<file path="src/rtl/instr_sequencer.sv">
// Program sequencer: fetches words from a small RAM, runs JMP/JZ/JC/HALT
// itself and hands every other word to the core, then latches its result.
module instr_sequencer #(
  parameter int ADDR_W  = 4,
  parameter int RES_LAT = 1
) (
  input  logic              clk,
  input  logic              rst,
  input  logic              prog_we,
  input  logic [ADDR_W-1:0] prog_addr,
  input  logic [7:0]        prog_data,
  input  logic              start,
  input  logic              abort,
  input  logic [7:0]        result,
  input  logic              zero_flag,
  input  logic              carry_flag,
  input  logic              overflow_flag,
  output logic [7:0]        instr,
  output logic              instr_valid,
  output logic [ADDR_W-1:0] pc,
  output logic [7:0]        last_result,
  output logic              last_z,
  output logic              last_c,
  output logic              last_v,
  output logic              busy,
  output logic              done
);

  localparam int DEPTH = 2 ** ADDR_W;
  localparam int CW    = (RES_LAT > 1) ? $clog2(RES_LAT) : 1;

  typedef enum logic [2:0] {
    S_IDLE,
    S_FETCH,
    S_DECODE,
    S_ISSUE,
    S_WAIT,
    S_DONE
  } state_t;

  state_t            state, state_n;
  logic [7:0]        ram [DEPTH];
  logic [7:0]        ir;
  logic [CW-1:0]     cnt, cnt_n;
  logic [ADDR_W-1:0] pc_n, pc_inc, tgt;
  logic              cap;
  logic              quiet;

  assign pc_inc = pc + ADDR_W'(1);
  assign tgt    = ir[ADDR_W-1:0];
  assign quiet  = (state == S_IDLE) || (state == S_DONE);

  always_comb begin
    state_n = state;
    pc_n    = pc;
    cnt_n   = cnt;
    cap     = 1'b0;
    unique case (state)
      S_IDLE: begin
        if (start) begin
          pc_n    = '0;
          state_n = S_FETCH;
        end
      end
      S_FETCH: state_n = S_DECODE;
      S_DECODE: begin
        state_n = S_FETCH;
        unique case (1'b1)
          (ir == 8'hF0):     state_n = S_DONE;
          (ir[7:4] == 4'hD): pc_n = tgt;
          (ir[7:4] == 4'hE): pc_n = last_z ? tgt : pc_inc;
          (ir[7:4] == 4'hC): pc_n = last_c ? tgt : pc_inc;
          default:           state_n = S_ISSUE;
        endcase
      end
      S_ISSUE: begin
        cnt_n   = CW'(RES_LAT - 1);
        state_n = S_WAIT;
      end
      S_WAIT: begin
        if (cnt == '0) begin
          cap     = 1'b1;
          pc_n    = pc_inc;
          state_n = S_FETCH;
        end else begin
          cnt_n = cnt - CW'(1);
        end
      end
      S_DONE: begin
        if (start) begin
          pc_n    = '0;
          state_n = S_FETCH;
        end
      end
      default: state_n = S_IDLE;
    endcase
    // abort leaves pc where it was and drops any pending capture
    if (abort) begin
      state_n = S_IDLE;
      pc_n    = pc;
      cap     = 1'b0;
    end
  end

  always_ff @(posedge clk) begin
    if (rst) begin
      state       <= S_IDLE;
      pc          <= '0;
      ir          <= '0;
      cnt         <= '0;
      last_result <= '0;
      last_z      <= 1'b0;
      last_c      <= 1'b0;
      last_v      <= 1'b0;
    end else begin
      state <= state_n;
      pc    <= pc_n;
      cnt   <= cnt_n;
      if (state == S_FETCH) ir <= ram[pc];
      if (cap) begin
        last_result <= result;
        last_z      <= zero_flag;
        last_c      <= carry_flag;
        last_v      <= overflow_flag;
      end
    end
  end

  always_ff @(posedge clk) begin
    if (prog_we && quiet) ram[prog_addr] <= prog_data;
  end

  assign instr_valid = (state == S_ISSUE);
  assign instr       = instr_valid ? ir : 8'h00;
  assign busy        = !quiet;
  assign done        = (state == S_DONE);

endmodule

</file>
<file path="config.mk">
export PLATFORM = sky130hd
export DESIGN_NAME = instr_sequencer
export DESIGN_NICKNAME = d
export VERILOG_FILES = /design/src/rtl/instr_sequencer.sv
export SDC_FILE = /design/constraint.sdc
export NUM_CORES = 1
export LEC_CHECK = 0
export ABC_AREA = 0
export CORE_MARGIN = 4
export CORE_UTILIZATION = 60
export CTS_BUF_LIST = sky130_fd_sc_hd__clkbuf_4
export CTS_CLUSTER_SIZE = 12
export DETAILED_ROUTE_END_ITERATION = 12
export MAX_ROUTING_LAYER = met4
export PLACE_DENSITY = 0.82
export SKIP_LAST_GASP = 1
export SYNTH_ARGS = -nofsm -noshare
export SYNTH_HDL_FRONTEND = slang
export SYNTH_SLANG_ARGS = --single-unit
</file>
<file path="constraint.sdc">
create_clock -name clk -period 2.8 [get_ports clk]
set_input_delay 0.28 -clock clk [delete_from_list [all_inputs] [get_ports clk]]
set_output_delay 0.28 -clock clk [all_outputs]
set_load 0.1 [all_outputs]
</file>
**Yosys cells after proc, flatten, opt, wreduce, memory -nomap -nowiden**

Memory sizes are Yosys's and may differ from the RTL's. A register that Yosys moved wholly into a read port is not among the register bits.
Index checks and enable logic that the tools add are counted.

- $add $sub $neg: 2
- Equal/unequal tests: 12
- Muxes and demuxes: 18
- Bitwise gates (word level): 1
- Reductions and logical operators: 11

Operator list:

| cell | count |
|---|---|
| 4-bit case mux with 3 select lines | 2 |
| 4-bit two-way mux | 4 |
| 3-bit case mux with 5 select lines | 1 |
| 4-bit == test (second input constant) | 3 |
| 8-bit == test (second input constant) | 1 |
| 8-bit two-way mux | 1 |
| 3-bit by 2-bit == test with 1-bit output (second input constant) | 2 |
| 3-bit == test (second input constant) | 2 |
| 1-bit two-way mux | 6 |
| 3-bit two-way mux | 2 |
| 3-bit case mux with 2 select lines | 1 |
| 5-bit AND reduction | 1 |
| 4-bit by 1-bit adder with 4-bit output (second input constant) | 1 |
| 4-bit inequality test (second input constant) | 1 |
| 2-bit OR reduction | 2 |
| 3-bit by 1-bit == test with 1-bit output (second input constant) | 1 |
| 3-bit logical NOT | 1 |
| 3-bit nonzero test | 1 |
| 3-bit OR reduction | 1 |
| 2-bit by 1-bit inequality test with 1-bit output (second input constant) | 1 |
| 2-bit inequality test (second input constant) | 1 |
| 1-bit case mux with 2 select lines | 1 |
| 2-bit AND reduction | 1 |
| 2-bit nonzero test | 1 |
| other kinds (5) | 5 |

- Flip-flop bits (word level): 19
- RAM bits: 128
- Output and inout port bits: 26
- Logic and storage cells: 52
- Memories: 1

Memory list:

| memory | depth | width | read ports | clocked after Yosys merged registers in | wr ports | RTL line | source |
|---|---|---|---|---|---|---|---|
| ram | 16 | 8 | 1 | 1 | 1 | 42 | `logic [7:0] ram [DEPTH];` |

**Depth between registers and ports, before layout**

- Depth in word-level cells: 5
- Gate-level depth with buffers: 7
- Depth with buffers taken out: 5

**Least setup slack after synthesis**

Ideal clock, no wire load.

- Path type: register to output
- From: reg state[0]
- To: out instr_valid
- Arrival time: 2.553 ns
- Data required time: 2.520 ns
- Setup slack: -0.033 ns
- Cell stages (with the launch flop): 3
- Path buffers: 0
- Path through: dfxtp_1 -> inv_1 -> nor3_1

- Word-level cells in the longest chain between the ends: 1

RTL lines:

| what | RTL line | source |
|---|---|---|
| from (decl) | 41 | `state_t state, state_n;` |
| from (signal assigned) | 116 | `state <= state_n;` |
| 3-bit by 2-bit == test with 1-bit output | 133 | `assign instr_valid = (state == S_ISSUE);` |
| to (decl) | 19 | `output logic instr_valid,` |

No other way between the ends.

**Final worst setup path**

- From: reg state[2]
- To: mem ram[0][6], enable pin

- Word-level cells in the longest chain between the ends: 5

RTL lines:

| what | RTL line | source |
|---|---|---|
| 3-bit == test or 3-bit logical NOT (tied branches) | 51 | `assign quiet = (state == S_IDLE) \|\| (state == S_DONE);` |
| 1-bit logical OR * | 51 |  |
| 1-bit logical AND * | 130 | `if (prog_we && quiet) ram[prog_addr] <= prog_data;` |
| 1-bit two-way mux * | 130 |  |
| 1-bit two-way mux (implied by the code) * | 130 |  |
| to (decl) | 42 |  |

Every way passes the cells marked *; elsewhere a longest branch is shown, timed or not.

==> impl_results.md <==
- Hold depth: 3
- Fill count: approximately 600
- CTS clk-pin slew, worst paths: around 0.12 ns
- Max Fclk: ~400 MHz
- Dpl cell area: around 6900 µm²
- Reg2Reg Depth: 6
- Final hold vios: 0
- Ys async rst share: 0%
- Crit path time final: roughly 2.5 ns
- CP Class: reg -> reg
- Number of synthesized flops with an enable pin: between 100 and 150
- CTS buffer count: 17
- Sequential area share after synthesis: between 70% and 80%
- First-pass GRT wire length: approximately 20 mm
- CTS tree: done
- Post-synth top cells: edfxtp_1 (128), nand2_1 (36), dfxtp_1 (26), mux4_1 (20), nor2_1 (18)
- Antenna cell count: 0
- Fin area: about 7300 µm²
- Measured slew at the worst slew-check pin: 0.802 ns
- Detailed placement HPWL: 8.55 mm
- Synth Flop Type: edfxtp_1
- RR Endpoint: ram[0][6]
- Top-Level Pins: between 50 and 60
- Via count: 3600
- Finished Core Util: 73.0%
- Avg Cell Area, Syn: around 17 µm²
- Largest net degree at the start of global routing: 21
- Initial Utilization: ~63%
- Max_cap viols: 0
- Max clock buf depth: 2
- DIE WIDTH: 110 µm
- Syn. warnings: 0
- Post-CTS Setup Inserts: 0
- Slowest cell delay on critical path: 0.55 ns
- Mapped Cells: between 300 and 400
- Clock Sinks: between 150 and 200
- Antenna-violating nets left: 0
- Drt drc: 0
- Post-CTS resize count: 0
- Routed WL per cell: approximately 22 µm
- Hold-fix buffer count after cts: 0
- Synthesized cell area: 6220 µm²
- RSZ-0062 raised after global routing: false
- Worst path slowest cell: dfxtp_1
- Synthesized Nets: around 400
- GRT Total Usage: a little under a quarter
- Class of the worst hold path: in -> reg
- RR Startpoint: state[2]
- Die height: 110 µm
- Vias in the first global route: ~3500
- PD cells: 596 nW/µm²
- Worst path required time: 3.04 ns
- Peak supply drop: about 0.57 mV
- Layout Skew: 0.0174 ns
- Status: complete, no violations
- Netlist cell types: 44
- Proportion of netlist area held by the largest area contributor: about 60%
- Area leader, netlist: edfxtp_1
- Core Footprint: roughly 10000 µm²
- Vias per inst: just over 6
- GPL Wtd Cong: approximately 0.87
- Clock latency on the worst-skew pair: about 0.53 ns
- IO Port Bufs: between 50 and 60
- Seq cells post-synth: between 150 and 200
- Total Wirelength: roughly 13 mm
- R2R setup slack: between 0.2 and 0.3 ns
- Number of placement rows: 36
- Drt pass-1 iters: 5
- H-tree level count: 4
- Final WS setup: 0.294 ns
- Final setup violation count: 0
- Grt ovf: 0
- Share of layout cells above drive strength 1: between 20% and 30%
- Worst hold start: result[2]
- Final Instance Count excl. Fillers: 589
- Hold Path End: last_result[2]
- Worst-path fanout max: 11
- Iter 0 DRT Violations: 341
- Worst Path Arrival: approximately 2.7 ns
- Startpoint Class: register
- Initial antenna violation count: 0
- Layout area overhead: 16.8%
- Clk root buf: clkbuf_4
- Nets: about 470
- Max Slew Vio Count: 0
- Dpl cells: roughly 560
- Rel. slew slack: between 40 and 50%
- Main area contributors after synthesis: edfxtp_1 (62%), mux4_1 (8.4%), dfxtp_1 (8.4%)
- Final period util: 89.5%
- Leak: roughly 2.5 nW
- Pre-CTS setup slack: around 0.41 ns
- Worst Setup End Kind: register
- Met2 GRT Util: between 30% and 40%
- Busiest grt layer: met2
- Met3 usage: 5.46%
- Met1 Use GR: about a third
- Setup_tns: 0 ns
- Most common cell in the netlist: edfxtp_1
- Total Die Area: around 12000 µm²
- CP cell instances: and2b_1, nor3_2, nand2_1, or3_1, nor3_1, buf_4
-- metrics by stage --
stage / total power (W) / hold WS [ns]
finish: 0.00433 / 0.307
global route: 0.00450 / 0.252
CTS: 0.00435 / 0.264
detailed placement: 0.00285 / 0.447
global placement: 0.00284 / 0.441
floorplan: 0.00273 / 0.357
-- worst max-delay path, delay by kind of cell, from the launching register on --
kind / cells / cell delay [ns]
simple gates: 5 / 1.44
flops: 1 / 0.55
buf+inv: 1 / 0.21
-- cells by family (layout without fill, tap and decap cells) --
group	after synthesis	in the layout	share of synthesized area, %
and+or+nand+nor	103	103	8.36
muxes	41	41	14.4
adders and majority gates	1	1	0.201
AOI/OAI and AO/OA	44	44	4.78
DFF	154	154	70.1
buffers and inverters	23	113	2.13
-- report_power, final --
| group | total [W] | switching, W | internal (W) |
|---|---|---|---|
| clock | 0.00153 | 0.000727 | 0.000799 |
| combinational | 0.000274 | 0.000153 | 0.000121 |
| sequential | 0.00253 | 0.0000206 | 0.00251 |
| total | 0.00433 | 0.000901 | 0.00343 |
-- layout make-up --
class                           instances  area (µm²)  share of cell area [%]
Timing Repair Buffer                   75         643                    8.85
Inverter                                6        22.5                   0.310
Sequential cell                       154        4370                    60.1
Clock buffer                           18         135                    1.86
Tap cell                              133         166                    2.29
Clock inverter                         14         203                    2.79
Multi-Input combinational cell        189        1730                    23.8
-- placed cells by master, fill, tap and decap left out, types with 2 or more instances in the layout --
cell             Yosys  routed
edfxtp_1           128     128
buf_4                1      47
nand2_1             36      36
clkdlybuf4s50_1      0      27
dfxtp_1             26      25
mux4_1              20      20
nor2_1              18      18
clkbuf_4             0      18
a22oi_1             16      16
a21oi_1             15      15
mux4_2              12      12
nor3_1              10       9
and3_1               8       8
mux2_2               8       8
inv_1                6       6
nor2b_1              5       5
bufinv_16            0       5
nor4_1               4       4
clkinv_2             0       4
nand2b_1             3       3
and2_1               3       3
a211oi_1             3       3
and2b_1              2       2
nor3_2               1       2
nand4_1              2       2
nand4b_1             2       2
nor3b_1              2       2
nand3_1              2       2
a221oi_1             2       2
clkinv_4             0       2
clkinv_1             0       2
-- registers in the layout (all words and copies together) (netlist names) --
signal,cells
ram,128
ir,8
last_result,8
pc,4
state,3
last_c,1
last_v,1
last_z,1
-- per-layer routing --
| layer | vias to the layer above | wire length, µm |
|---|---|---|
| met5 | - | 0 |
| met4 | 0 | 174 |
| met3 | 17 | 1050 |
| met2 | 164 | 5950 |
| met1 | 1775 | 5520 |
| li1 | 1644 | - |
-- worst max-delay path by stage --
stage                     slack (ns)     start        end  cells after the start
after floorplan                 0.35     pc[1]      ir[1]                      6
after global placement          0.51  state[2]  ram[0][1]                      6
after detailed placement        0.41  state[2]  ram[0][4]                      6
after CTS                       0.33  state[2]       busy                      4
after global routing            0.10  state[2]  ram[0][3]                      6
final                           0.29  state[2]  ram[0][6]                      6
Power figures use the tool's default switching activity.
